File: config.mk
export PLATFORM = sky130hd
export DESIGN_NAME = wb_sram_slave_flat
export DESIGN_NICKNAME = d
export VERILOG_FILES = /design/src/rtl/wb_sram_slave_if.sv /design/src/rtl/wb_sram_slave.sv /design/src/flat_wrapper.sv
export SDC_FILE = /design/constraint.sdc
export NUM_CORES = 1
export LEC_CHECK = 0
export ABC_CLOCK_PERIOD_IN_PS = 4200
export BUFFER_PORTS_ARGS = -buffer_cell sky130_fd_sc_hd__buf_4
export CAP_MARGIN = 20
export CORE_ASPECT_RATIO = 1.25
export CORE_MARGIN = 5
export CORE_UTILIZATION = 51
export CTS_CLUSTER_DIAMETER = 100
export DETAILED_ROUTE_END_ITERATION = 7
export GPL_TIMING_DRIVEN = 0
export PLACE_DENSITY = 0.84
export SYNTH_ARGS = -nofsm -noshare
export SYNTH_HDL_FRONTEND = slang
export SYNTH_SLANG_ARGS = --single-unit
File: constraint.sdc
create_clock -name clk_i -period 4.2 [get_ports clk_i]
set_clock_uncertainty 0.15 [all_clocks]
set_input_delay 0.63 -clock clk_i [delete_from_list [all_inputs] [get_ports clk_i]]
set_output_delay 0.63 -clock clk_i [all_outputs]
set_load 0.01 [all_outputs]
File: src/rtl/wb_sram_slave_if.sv
// wb_sram_slave_if: 8-bit Wishbone memory bus between the CPU master and the SRAM slave
//  adr   master->slave  ADDR_W  address
//  tga   master->slave  2       address tag (00 = MEM, 01 = IO)
//  wdat  master->slave  8       write data
//  rdat  slave->master  8       read data
//  cyc   master->slave  1       bus cycle
//  stb   master->slave  1       strobe
//  we    master->slave  1       1 = write
//  ack   slave->master  1       acknowledge
interface wb_sram_slave_if #(parameter int ADDR_W = 16);
    logic [ADDR_W-1:0] adr;
    logic [1:0]        tga;
    logic [7:0]        wdat;
    logic [7:0]        rdat;
    logic              cyc;
    logic              stb;
    logic              we;
    logic              ack;
    modport master (output adr, tga, wdat, cyc, stb, we, input rdat, ack);
    modport slave  (input adr, tga, wdat, cyc, stb, we, output rdat, ack);
endinterface

File: src/rtl/wb_sram_slave.sv
// wb_sram_slave: Wishbone slave turning tagged MEM cycles into timed async SRAM accesses
//  clk_i, rst_i        clock, synchronous active-high reset
//  bus                 Wishbone slave modport (adr, tga, wdat, cyc, stb, we in; rdat, ack out)
//  bank_i              bank bits prepended to the SRAM address, sampled at accept
//  sram_adr_o          {bank, adr}
//  sram_dq_o/_oe_o     write data and its pin-drive enable; tristate lives at top level
//  sram_dq_i           read data from the SRAM
//  sram_ce/oe/we_n_o   active-low SRAM strobes
//  wp_i                write protect, present only when SRAM_WPROT_EN is defined
module wb_sram_slave #(
    parameter int ADDR_W      = 16,
    parameter int BANK_W      = 3,
    parameter int WAIT_CYCLES = 2
) (
    input  logic                     clk_i,
    input  logic                     rst_i,
    wb_sram_slave_if.slave           bus,
    input  logic [BANK_W-1:0]        bank_i,
`ifdef SRAM_WPROT_EN
    input  logic                     wp_i,
`endif
    output logic [BANK_W+ADDR_W-1:0] sram_adr_o,
    output logic [7:0]               sram_dq_o,
    output logic                     sram_dq_oe_o,
    input  logic [7:0]               sram_dq_i,
    output logic                     sram_ce_n_o,
    output logic                     sram_oe_n_o,
    output logic                     sram_we_n_o
);
    if (WAIT_CYCLES < 1 || WAIT_CYCLES > 15) begin : g_bad_wait
        $error("wb_sram_slave: WAIT_CYCLES must be in 1..15");
    end
    localparam logic [2:0] IDLE   = 3'd0;
    localparam logic [2:0] SETUP  = 3'd1;
    localparam logic [2:0] ACCESS = 3'd2;
    localparam logic [2:0] ACK    = 3'd3;
    localparam logic [2:0] DONE   = 3'd4;
    logic [2:0] state;
    logic [3:0] cnt;
    logic       we_q;
    logic       wr_q;
    logic       ack_q;
    logic [7:0] rdat_q;
    logic       req;
    logic       live;
    logic       wr_ok;
`ifdef SRAM_WPROT_EN
    assign wr_ok = ~wp_i;
`else
    assign wr_ok = 1'b1;
`endif
    assign req      = bus.cyc & bus.stb & (bus.tga == 2'b00);
    assign live     = bus.cyc & bus.stb;
    assign bus.ack  = ack_q;
    assign bus.rdat = rdat_q;
    // we_q selects read vs write timing; wr_q says whether the SRAM pins are actually driven,
    // so a protected write keeps the normal handshake without touching the array
    always_ff @(posedge clk_i) begin
        if (rst_i) begin
            state        <= IDLE;
            cnt          <= 4'd0;
            we_q         <= 1'b0;
            wr_q         <= 1'b0;
            ack_q        <= 1'b0;
            rdat_q       <= 8'h00;
            sram_adr_o   <= '0;
            sram_dq_o    <= 8'h00;
            sram_dq_oe_o <= 1'b0;
            sram_ce_n_o  <= 1'b1;
            sram_oe_n_o  <= 1'b1;
            sram_we_n_o  <= 1'b1;
        end else begin
            ack_q <= 1'b0;
            case (state)
                IDLE: if (req) begin
                    state        <= SETUP;
                    sram_adr_o   <= {bank_i, bus.adr};
                    sram_dq_o    <= bus.wdat;
                    we_q         <= bus.we;
                    wr_q         <= bus.we & wr_ok;
                    sram_dq_oe_o <= bus.we & wr_ok;
                    sram_ce_n_o  <= 1'b0;
                end
                SETUP, ACCESS: if (!live) begin
                    state        <= IDLE;
                    sram_ce_n_o  <= 1'b1;
                    sram_oe_n_o  <= 1'b1;
                    sram_we_n_o  <= 1'b1;
                    sram_dq_oe_o <= 1'b0;
                end else if (state == SETUP) begin
                    state       <= ACCESS;
                    cnt         <= 4'(WAIT_CYCLES - 1);
                    sram_oe_n_o <= we_q;
                    sram_we_n_o <= ~wr_q;
                end else if (cnt == 4'd0) begin
                    state       <= ACK;
                    ack_q       <= 1'b1;
                    sram_oe_n_o <= 1'b1;
                    sram_we_n_o <= 1'b1;
                    rdat_q      <= we_q ? rdat_q : sram_dq_i;
                end else begin
                    cnt <= cnt - 4'd1;
                end
                // ce_n and dq_oe were held through ACK for data hold time
                ACK: begin
                    state        <= DONE;
                    sram_ce_n_o  <= 1'b1;
                    sram_dq_oe_o <= 1'b0;
                end
                DONE: state <= bus.stb ? DONE : IDLE;
                default: state <= IDLE;
            endcase
        end
    end
endmodule

File: src/flat_wrapper.sv
// flat-port wrapper written by rule: the top's interface ports become plain ports
module wb_sram_slave_flat 
#(
    parameter int ADDR_W      = 16,
    parameter int BANK_W      = 3,
    parameter int WAIT_CYCLES = 2
)
  (clk_i, rst_i, bank_i, sram_adr_o, sram_dq_o, sram_dq_oe_o, sram_dq_i, sram_ce_n_o, sram_oe_n_o, sram_we_n_o, bus_adr, bus_tga, bus_wdat, bus_cyc, bus_stb, bus_we, bus_rdat, bus_ack);
  wb_sram_slave_if #(.ADDR_W(ADDR_W)) bus_i ();
  input  logic clk_i;
  input  logic rst_i;
  input  logic [BANK_W-1:0] bank_i;
  output logic [BANK_W+ADDR_W-1:0] sram_adr_o;
  output logic [7:0] sram_dq_o;
  output logic sram_dq_oe_o;
  input  logic [7:0] sram_dq_i;
  output logic sram_ce_n_o;
  output logic sram_oe_n_o;
  output logic sram_we_n_o;
  input wire logic [$bits(bus_i.adr)-1:0] bus_adr;
  input wire logic [$bits(bus_i.tga)-1:0] bus_tga;
  input wire logic [$bits(bus_i.wdat)-1:0] bus_wdat;
  input wire logic [$bits(bus_i.cyc)-1:0] bus_cyc;
  input wire logic [$bits(bus_i.stb)-1:0] bus_stb;
  input wire logic [$bits(bus_i.we)-1:0] bus_we;
  output wire logic [$bits(bus_i.rdat)-1:0] bus_rdat;
  output wire logic [$bits(bus_i.ack)-1:0] bus_ack;
  assign bus_i.adr = bus_adr;
  assign bus_i.tga = bus_tga;
  assign bus_i.wdat = bus_wdat;
  assign bus_i.cyc = bus_cyc;
  assign bus_i.stb = bus_stb;
  assign bus_i.we = bus_we;
  assign bus_rdat = bus_i.rdat;
  assign bus_ack = bus_i.ack;
  wb_sram_slave #(.ADDR_W(ADDR_W), .BANK_W(BANK_W), .WAIT_CYCLES(WAIT_CYCLES)) u_core (.clk_i(clk_i), .rst_i(rst_i), .bus(bus_i), .bank_i(bank_i), .sram_adr_o(sram_adr_o), .sram_dq_o(sram_dq_o), .sram_dq_oe_o(sram_dq_oe_o), .sram_dq_i(sram_dq_i), .sram_ce_n_o(sram_ce_n_o), .sram_oe_n_o(sram_oe_n_o), .sram_we_n_o(sram_we_n_o));
endmodule
Yosys cells after proc, flatten, opt, wreduce, memory -nomap -nowiden

Index checks and enable logic that the tools add are counted.

$add $sub $neg: 1
Muxes and demuxes: 20
Bitwise operators: 6
Equal/unequal tests: 9
Reductions and logical operators: 12

Operators with widths:

| operator              | count |
|---|---|
| $mux W3               | 5 |
| $pmux W3 S4           | 1 |
| $mux W1               | 10 |
| $mux W4               | 2 |
| $eq A3 B2 Y1 const B  | 2 |
| $pmux W1 S3           | 2 |
| $reduce_and A2 Y1     | 3 |
| $reduce_and A3 Y1     | 2 |
| $reduce_and A5 Y1     | 1 |
| $logic_not A4 Y1      | 1 |
| $ne A2 B1 Y1 const B  | 2 |
| $ne A4 B4 Y1 const B  | 1 |
| $not A1 Y1            | 4 |
| $reduce_or A4 Y1      | 1 |
| $sub A4 B1 Y4 const B | 1 |
| $eq A3 B1 Y1 const B  | 1 |
| $eq A3 B3 Y1 const B  | 1 |
| $logic_not A3 Y1      | 1 |
| $ne A3 B3 Y1 const B  | 1 |
| $reduce_bool A3 Y1    | 1 |
| $and A1 B1 Y1         | 2 |
| $logic_not A2 Y1      | 1 |
| $ne A2 B2 Y1 const B  | 1 |
| $reduce_or A2 Y1      | 1 |

Register bits after elaboration: 48
Input bits: 42
Word-level logic and storage cells: 59

Logic depth before layout (Yosys ltp)

Gate-level depths: netlist of run 1.

Word-level depth: 5
Gate-level depth with buffers: 5
Mapped depth without buffers: 5

Worst setup path after synthesis of run 1

No wires, ideal clock.

Path type: input -> register
Start point: input port bus_tga[1]
End point: register u_core.sram_ce_n_o
Setup time: 0.122 ns
Buffers on the path: 1
Data arrival time: 1.578 ns
Data required time: 3.928 ns
Path slack: 2.350 ns
Stages: 4
Cells stage by stage: nor3_1 clkbuf_1 nand2_1 a311o_1

Word-level cells in the longest chain between the ends: 4

Ends and longest elaborated chain:

| element                            | line                | source |
|---|---|---|
| from (decl)                        | flat_wrapper.sv:21  | `input wire logic [$bits(bus_i.tga)-1:0] bus_tga;` |
| $logic_not A2 Y1                   | wb_sram_slave.sv:52 | `assign req = bus.cyc & bus.stb & (bus.tga == 2'b00);` |
| $and A1 B1 Y1                      | wb_sram_slave.sv:52 |  |
| $ne A2 B1 Y1 (no source line)      | --                  |  |
| $reduce_and A3 Y1 (no source line) | --                  |  |
| to (signal assigned)               | wb_sram_slave.sv:69 | `sram_ce_n_o <= 1'b1;` |
| to (signal assigned)               | wb_sram_slave.sv:82 | `sram_ce_n_o <= 1'b0;` |
| to (signal assigned)               | wb_sram_slave.sv:86 | `sram_ce_n_o <= 1'b1;` |
| to (decl)                          | wb_sram_slave.sv:26 | `output logic sram_ce_n_o,` |

Every way passes these cells.
A chain may end at the register's enable or synchronous reset.

Worst setup path after layout of run 1

Start point: input port bus_tga[1]
End point: register u_core.sram_dq_oe_o

Word-level cells in the longest chain between the ends: 4

Ends and longest elaborated chain:

| element                            | line                | source |
|---|---|---|
| $logic_not A2 Y1                   | wb_sram_slave.sv:52 |  |
| $and A1 B1 Y1                      | wb_sram_slave.sv:52 |  |
| $ne A2 B1 Y1 (no source line)      | --                  |  |
| $reduce_and A3 Y1 (no source line) | --                  |  |
| to (signal assigned)               | wb_sram_slave.sv:81 | `sram_dq_oe_o <= bus.we & wr_ok;` |
| to (decl)                          | wb_sram_slave.sv:24 | `output logic sram_dq_oe_o,` |

Every way passes these cells.

==> results of run 1 <==
==> metal layers <==
| metal | global-route usage, % | routed length [µm] | vias to the layer above |
|---|---|---|---|
| li1 | - | - | 1014 |
| met1 | 25.7 | 2220 | 916 |
| met2 | 38.3 | 2790 | 80 |
| met5 | 0 | 0 | - |
| met3 | 7.27 | 480 | 9 |
| met4 | 8.74 | 73 | 0 |
==> report_power, final <==
| part | internal [W] | switching [W] |
|---|---|---|
| sequential | 0.000461 | 0.00000381 |
| clock | 0.000177 | 0.000149 |
| combinational | 0.0000448 | 0.0000512 |
==> cells by family after synthesis <==
logic type | after synthesis | share of synthesized area (%)
xor gates and xnor gates | 1 | 0.438
adders and majority gates | 2 | 1.25
DFF | 48 | 48.0
AOI/OAI and AO/OA | 76 | 21.7
and+or+nand+nor | 72 | 19.7
buffers and inverters | 24 | 4.94
muxes | 8 | 4.00
==> how the worst max path moves through the flow <==
stage                     from             endpoint  depth (start not counted)
6_report            bus_tga[1]  u_core.sram_dq_oe_o                          5
4_1_cts             bus_tga[1]  u_core.sram_dq_oe_o                          5
3_5_place_dp        bus_tga[1]  u_core.sram_dq_oe_o                          5
3_3_place_gp        bus_tga[1]   u_core.sram_ce_n_o                          5
5_1_grt        u_core.state[1]  u_core.sram_dq_oe_o                          4
2_1_floorplan       bus_tga[1]   u_core.sram_ce_n_o                          4
==> sequential cells by signal (all words and copies together), names as in the netlist <==
signal               flops
u_core.bus.ack           1
u_core.we_q              1
u_core.state             3
u_core.sram_dq_o         8
u_core.sram_we_n_o       1
u_core.sram_adr_o       19
u_core.bus.rdat          8
u_core.sram_oe_n_o       1
u_core.sram_dq_oe_o      1
u_core.sram_ce_n_o       1
u_core.cnt               4
==> through the flow <==
step	util, %	setup WS (ps)	hold slack [ps]
finish	73.4	2190	314
global route	73.4	2040	344
CTS	73.4	2180	320
detailed placement	70.5	1890	308
global placement	70.5	1960	294
floorplan	-	2350	320
==> synthesized netlist by cell type, types with 2 or more instances <==
library cell	instances
buf_1	3
a311o_1	2
mux2i_1	8
nor2_1	4
nand2b_1	2
dfxtp_1	48
nand4bb_1	3
inv_1	2
nor3_1	3
nand2_1	19
clkbuf_1	11
o31ai_1	2
nand3_1	28
ha_1	2
buf_2	7
or4_1	2
o21ai_1	29
a21oi_1	31
==> worst max-delay path: stages <==
cell      delay, ps
buf_4           110
nor3_1          480
clkbuf_1        420
nand3_1         190
a311oi_1        240
==> layout make-up <==
type                    count  area (µm²)  area share, %
flip-flops and latches     48         961           34.6
multi-input cells         159         942           33.9
repair buffers             80         601           21.6
plain buffers              21        87.6           3.15
clock buffers               6        72.6           2.61
well taps                  54        67.6           2.43
clock inverters             2        35.0           1.26
inverters                   3        11.3          0.405
==> results.md, run 1 <==
* Netlist cell types at 43
* Status: finished, final reports clean
* Residual DRC count at 0
* CP Launch Type: input port
* Pwr Total at approximately 0.0009 W
* Ports at about 80
* Seq/Total Area, Yosys at between 40% and 50%
* Final setup fails at 0
* Mapped Area at about 0.0020 mm²
* Hold path cells at 2
* Setup crit end kind: flip-flop
* Post-Route WL at 5560 µm
* Antenna viol nets, final at 0
* Skew-Pair Late Insertion Delay at 300 ps
* Final period util at around 48%
* Die Width at between 60 and 70 µm
* Setup_tns at 0 ps
* Max cap viols at 0
* Leakage Power at roughly 1.1 nW
* Seq cells post-synth at between 40 and 50
* Ant. Diodes at 0
* First-pass GRT wire length at ~9300 µm
* Mapped Cells at ~230
* Post-route cell area at between 0.002 and 0.003 mm²
* RSZ-0062 raised after global routing: no
* Vias per cell at 5.41
* RR Startpoint: u_core.state[1]
* Synth warn at 0
* Peak VDD IR at 0.245 mV
* Final Hold Vio Count at 0
* Critical Path RT at ~4300 ps
* Hold_buf cts at 0
* Avg Cell Area, Syn at approximately 8.7 µm²
* Grt total ovfl at 0
* Reg-to-reg endpoint: u_core.sram_dq_oe_o
* Setup CP Type: input port to flip-flop
* CTS Buf Count at 5
* Via count at around 2000
* F_max at a little under 500 MHz
* Fin nets at approximately 360
* Router iterations before antenna repair at 4
* Worst r2r path cells at 4
* Inst Count DP at between 300 and 400
* Placeable Area at 0.00378 mm²
* Area delta synth->final at 38.7%
* CTS sink count at between 40 and 50
* Clock root cell: clkbuf_8
* Post-synth EDFFs at 0
* Die area at about 0.0053 mm²
* Most frequent cells in the layout: 80 x buf_4, 48 x dfxtp_1, 31 x a21oi_1
* Layout cells sized above 1 at ~30%
* Crit path DAT at 2070 ps
* Area leader, netlist: dfxtp_1
* Worst-Margin Slew at 576 ps
* Non-Filler Instances at about 370
* Clock-pin slew on the worst setup and hold paths at ~90 ps
* Initial Util at 52.9%
* Antenna violations before repair at 0
* CTS max path bufs at 2
* FP Rows at 25
* Hold path startpoint: u_core.bus.rdat[4]
* Most used DFF post-synth: dfxtp_1
* All-layer global routing usage at 22.4%
* Pwr dens at approximately 320 mW/mm²
* Routed length per instance at 14.9 µm
* WHS Endpoint: u_core.bus.rdat[4]
* Tmin final at about 2000 ps
* Routability-driven placement congestion ratio at approximately 0.77
* Number of global-route vias before repair at 2015
* Yosys top cell area share at approximately half
* Port bufs at 80
* Post-CTS setup buffers at 0
* Max transition margin at between 60% and 70%
* DP HPWL at ~4200 µm
* Placed Area at 0.00267 mm²
* Syn nets at around 280
* Max Slew Vio Count at 0
* Chip height at 80.1 µm
* Commonest non-fill, non-tap cell in the layout: buf_4
* Fillers at about 320
* Post-synth ARST share at 0%
* Top cells by area, synth: dfxtp_1 48%, a21oi_1 7.8%, o21ai_1 7.3%, nand3_1 7.0%, mux2i_1 4.0%
* HP Class: flip-flop to flip-flop
* Setup slack, reg-to-reg at between 2000 and 2500 ps
* H-tree depth at 2
* Resize count post-CTS at 0
* Max FO, Critical Path at 10
* TritonCTS clock tree: yes
* Pin count of the biggest net entering global routing at 15
* Initial DRC Count at 84
(Power assumes the default switching activity.)
==> run 2: changes to the inputs <==
- ABC_AREA: unset -> 1
- ABC_CLOCK_PERIOD_IN_PS: 4200 -> 1800
- CORE_UTILIZATION: 51 -> 42
- PLACE_DENSITY: 0.84 -> 0.74
- clock period: 4.2 -> 1.8 ns (I/O delays scaled with it)
==> results.md, run 2 <==
* Synth Area in Compound Gates at 19.5% (was 21.7%)
* Mapped Cells at 246 (was 231)
* Die Width at 70.8 µm (was 66.0 µm)
* Ports at 82 (unchanged)
* Leakage Power at 1.20 nW (was 1.10 nW)
* Clock root cell: clkbuf_8 (unchanged)
* Fin nets at 380 (was 362)
* Antenna violations before repair at 0 (unchanged)
* Simple-Gate Fraction of Synth Area at 17.4% (was 19.7%)
* Number of global-route vias before repair at 1817 (was 2015)
* Top cells by area, synth: dfxtp_1 50%, a21oi_1 11%, inv_1 6.8%, o21ai_0 5.2%, nand3_1 4.6% (was dfxtp_1 48%, a21oi_1 7.8%, o21ai_1 7.3%, nand3_1 7.0%, mux2i_1 4.0%)
* HP Class: input port to flip-flop (was flip-flop to flip-flop)
* Router iterations before antenna repair at 6 (was 4)
* Via count at 1864 (was 2019)
* Post-Synth Adder-Cell Area at 1.29% (was 1.25%)
* Residual DRC count at 0 (unchanged)
* Max FFs per register at 19 (unchanged)
* Setup CP Type: flip-flop to flip-flop (was input port to flip-flop)
* Placeable Area at 0.00446 mm² (was 0.00378 mm²)
* Mapped Area at 0.00194 mm² (was 0.00200 mm²)
* Hold path startpoint: bank_i[0] (was u_core.bus.rdat[4])
* Final Hold Slack at 83.4 ps (was 314 ps)
* Post-synth EDFFs at 0 (unchanged)
* RR Startpoint: u_core.cnt[0] (was u_core.state[1])
* Area delta synth->final at 40.7% (was 38.7%)
* Largest Register: u_core.sram_adr_o (unchanged)
* Tmin final at 1630 ps
* Antenna viol nets, final at 0 (unchanged)
* Skew-Pair Late Insertion Delay at 290 ps (was 300 ps)
* Initial DRC Count at 133 (was 84)
* Mux contribution to synthesized area at 0% (was 4.00%)
* Pin count of the biggest net entering global routing at 14 (was 15)
* F_max at 612 MHz
* DP HPWL at 3680 µm (was 4180 µm)
* Synth cell count leaders: 48 x dfxtp_1, 42 x a21oi_1, 35 x inv_1, 24 x nand2_1, 20 x o21ai_0 (was 48 x dfxtp_1, 31 x a21oi_1, 29 x o21ai_1, 28 x nand3_1, 19 x nand2_1)
* Area leader, netlist: dfxtp_1 (unchanged)
* CTS Buf Count at 5 (unchanged)
* TritonCTS clock tree: yes (unchanged)
* Pwr dens at 735 mW/mm² (was 319 mW/mm²)
* XOR/XNOR Fraction of Synth Area at 0.451% (was 0.437%)
* Clock-pin slew on the worst setup and hold paths at 80 ps (was 90 ps)
* Crit path DAT at 1650 ps (was 2070 ps)
* Commonest non-fill, non-tap cell in the layout: buf_4 (unchanged)
* Final period util at 90.8%
* CTS max path bufs at 2 (unchanged)
* Status: finished, final reports clean (unchanged)
* Most frequent cell after synthesis: dfxtp_1 (unchanged)
* Worst r2r path cells at 8 (was 4)
* All-layer global routing usage at 16.0% (was 22.4%)
* Syn nets at 290 (was 275)
* Chip height at 86 µm (was 80.1 µm)
* Reg-to-reg endpoint: u_core.bus.rdat[2] (was u_core.sram_dq_oe_o)
* Grt total ovfl at 0 (unchanged)
* Post-route cell area at 0.00273 mm² (was 0.00278 mm²)
* Worst-Margin Slew at 450 ps (was 576 ps)
* Post-Route WL at 4780 µm (was 5560 µm)
* Avg Cell Area, Syn at 7.89 µm² (was 8.67 µm²)
* CP Launch Type: flip-flop (was input port)
* Max transition margin at 70.0% (was 61.3%)
* Initial Util at 43.5% (was 52.9%)
* Die area at 0.00609 mm² (was 0.00529 mm²)
* FP Rows at 27 (was 25)
* CTS sink count at 48 (unchanged)
* Fillers at 448 (was 315)
* Max Slew Vio Count at 0 (unchanged)
* Critical Path RT at 1820 ps (was 4260 ps)
* Most used DFF post-synth: dfxtp_1 (unchanged)
* Peak VDD IR at 0.543 mV (was 0.245 mV)
* Routed length per instance at 12.1 µm (was 14.9 µm)
* Layout cells sized above 1 at 33.2% (was 30.1%)
* Vias per cell at 4.72 (was 5.41)
* Ant. Diodes at 0 (unchanged)
* Max cap viols at 0 (unchanged)
* Placed Area at 0.00261 mm² (was 0.00267 mm²)
* Most frequent cells in the layout: 83 x buf_4, 48 x dfxtp_1, 42 x a21oi_1 (was 80 x buf_4, 48 x dfxtp_1, 31 x a21oi_1)
* Yosys top cell area share at 49.5% (was 48.0%)
* Hold path cells at 3 (was 2)
* Hold_buf cts at 0 (unchanged)
* Seq/Total Area, Yosys at 49.5% (was 48.0%)
* Final Hold Vio Count at 0 (unchanged)
* WHS Endpoint: u_core.sram_adr_o[16] (was u_core.bus.rdat[4])
* Main combinational cell family by area after synthesis: compound AO/OA/AOI/OAI gates (unchanged)
* RSZ-0062 raised after global routing: no (unchanged)
* Setup_tns at 0 ps (unchanged)
* Setup slack, reg-to-reg at 170 ps (was 2220 ps)
* Post-layout util at 61.3% (was 73.4%)
* H-tree depth at 2 (unchanged)
* Post-synth ARST share at 0% (unchanged)
* Netlist cell types at 21 (was 43)
* First-pass GRT wire length at 7940 µm (was 9280 µm)
* Max FO, Critical Path at 8 (was 10)
* Final setup fails at 0 (unchanged)
* Setup crit end kind: flip-flop (unchanged)
* Synth warn at 0 (unchanged)
* Port bufs at 80 (unchanged)
* Routability-driven placement congestion ratio at 0.785 (was 0.770)
* Seq cells post-synth at 48 (unchanged)
run 2: changes by cell type after synthesis, moves of 6 or more:
cell and change:
a21oi_1 +11, buf_2 -7, clkbuf_1 -6, inv_1 +33, mux2i_1 -8, nand2_2 +6
nand3_1 -10, nor2_1 +9, o21ai_0 +20, o21ai_1 -17
run 2: worst max path at each step:
stage / startpoint / to / slack, ps / depth (start not counted)
detailed placement: u_core.cnt[0] / u_core.bus.rdat[2] / 140 / 7
global route: u_core.cnt[0] / u_core.bus.rdat[2] / 0.2 / 8
finish: u_core.cnt[0] / u_core.bus.rdat[2] / 170 / 8
CTS: u_core.cnt[0] / u_core.bus.rdat[2] / 130 / 7
global placement: u_core.cnt[0] / u_core.bus.rdat[3] / 150 / 7
floorplan: u_core.cnt[0] / u_core.bus.rdat[2] / 360 / 7
run 2: critical path: stages (launching register included):
cell and delay (ps):
dfxtp_1 310, inv_1 130, ha_1 180, nand2_2 100
nor3_4 240, buf_4 180, nand2_4 70, nand2_1 80
a21oi_1 60
run 2: layout make-up:
type / instances / area (µm²) / area share, %
Tap cell: 58 / 72.6 / 2.66
Sequential cell: 48 / 961 / 35.2
Inverter: 40 / 150 / 5.50
Timing Repair Buffer: 83 / 623 / 22.8
Multi-Input combinational cell: 147 / 754 / 27.6
Clock buffer: 8 / 90.1 / 3.30
Buffer: 11 / 80.1 / 2.93
run 2: logic make-up after synthesis:
| group | Yosys count |
|---|---|
| adders and majority gates | 2 |
| AOI/OAI and AO/OA | 75 |
| buffers and inverters | 51 |
| DFF | 48 |
| xor gates and xnor gates | 1 |
| and+or+nand+nor | 69 |
run 2: through the flow:
step           total power, W  setup slack (ps)  std cells
2_1_floorplan         0.00125               355        246
3_3_place_gp          0.00138               148        384
3_5_place_dp          0.00138               143        384
4_1_cts               0.00203               134        392
5_1_grt               0.00211             0.247        395
6_report              0.00201               165        395
run 2: repair_timing:
action	4_1_cts	5_1_grt
setup buffers	0	3
gates resized for setup	0	1
setup endpoints to repair	0	8
run 2: per-layer routing:
metal,global-route usage (%),vias to the layer above,wire (µm)
met2,28.7,66,2270
li1,-,972,-
met1,16.6,821,1920
met5,0,-,0
met3,8.21,5,547
met4,3.59,0,44
run 2: power breakdown:
part,internal (W),switching [W]
sequential,0.00109,0.0000172
clock,0.000314,0.000332
combinational,0.000135,0.000119
total,0.00154,0.000468
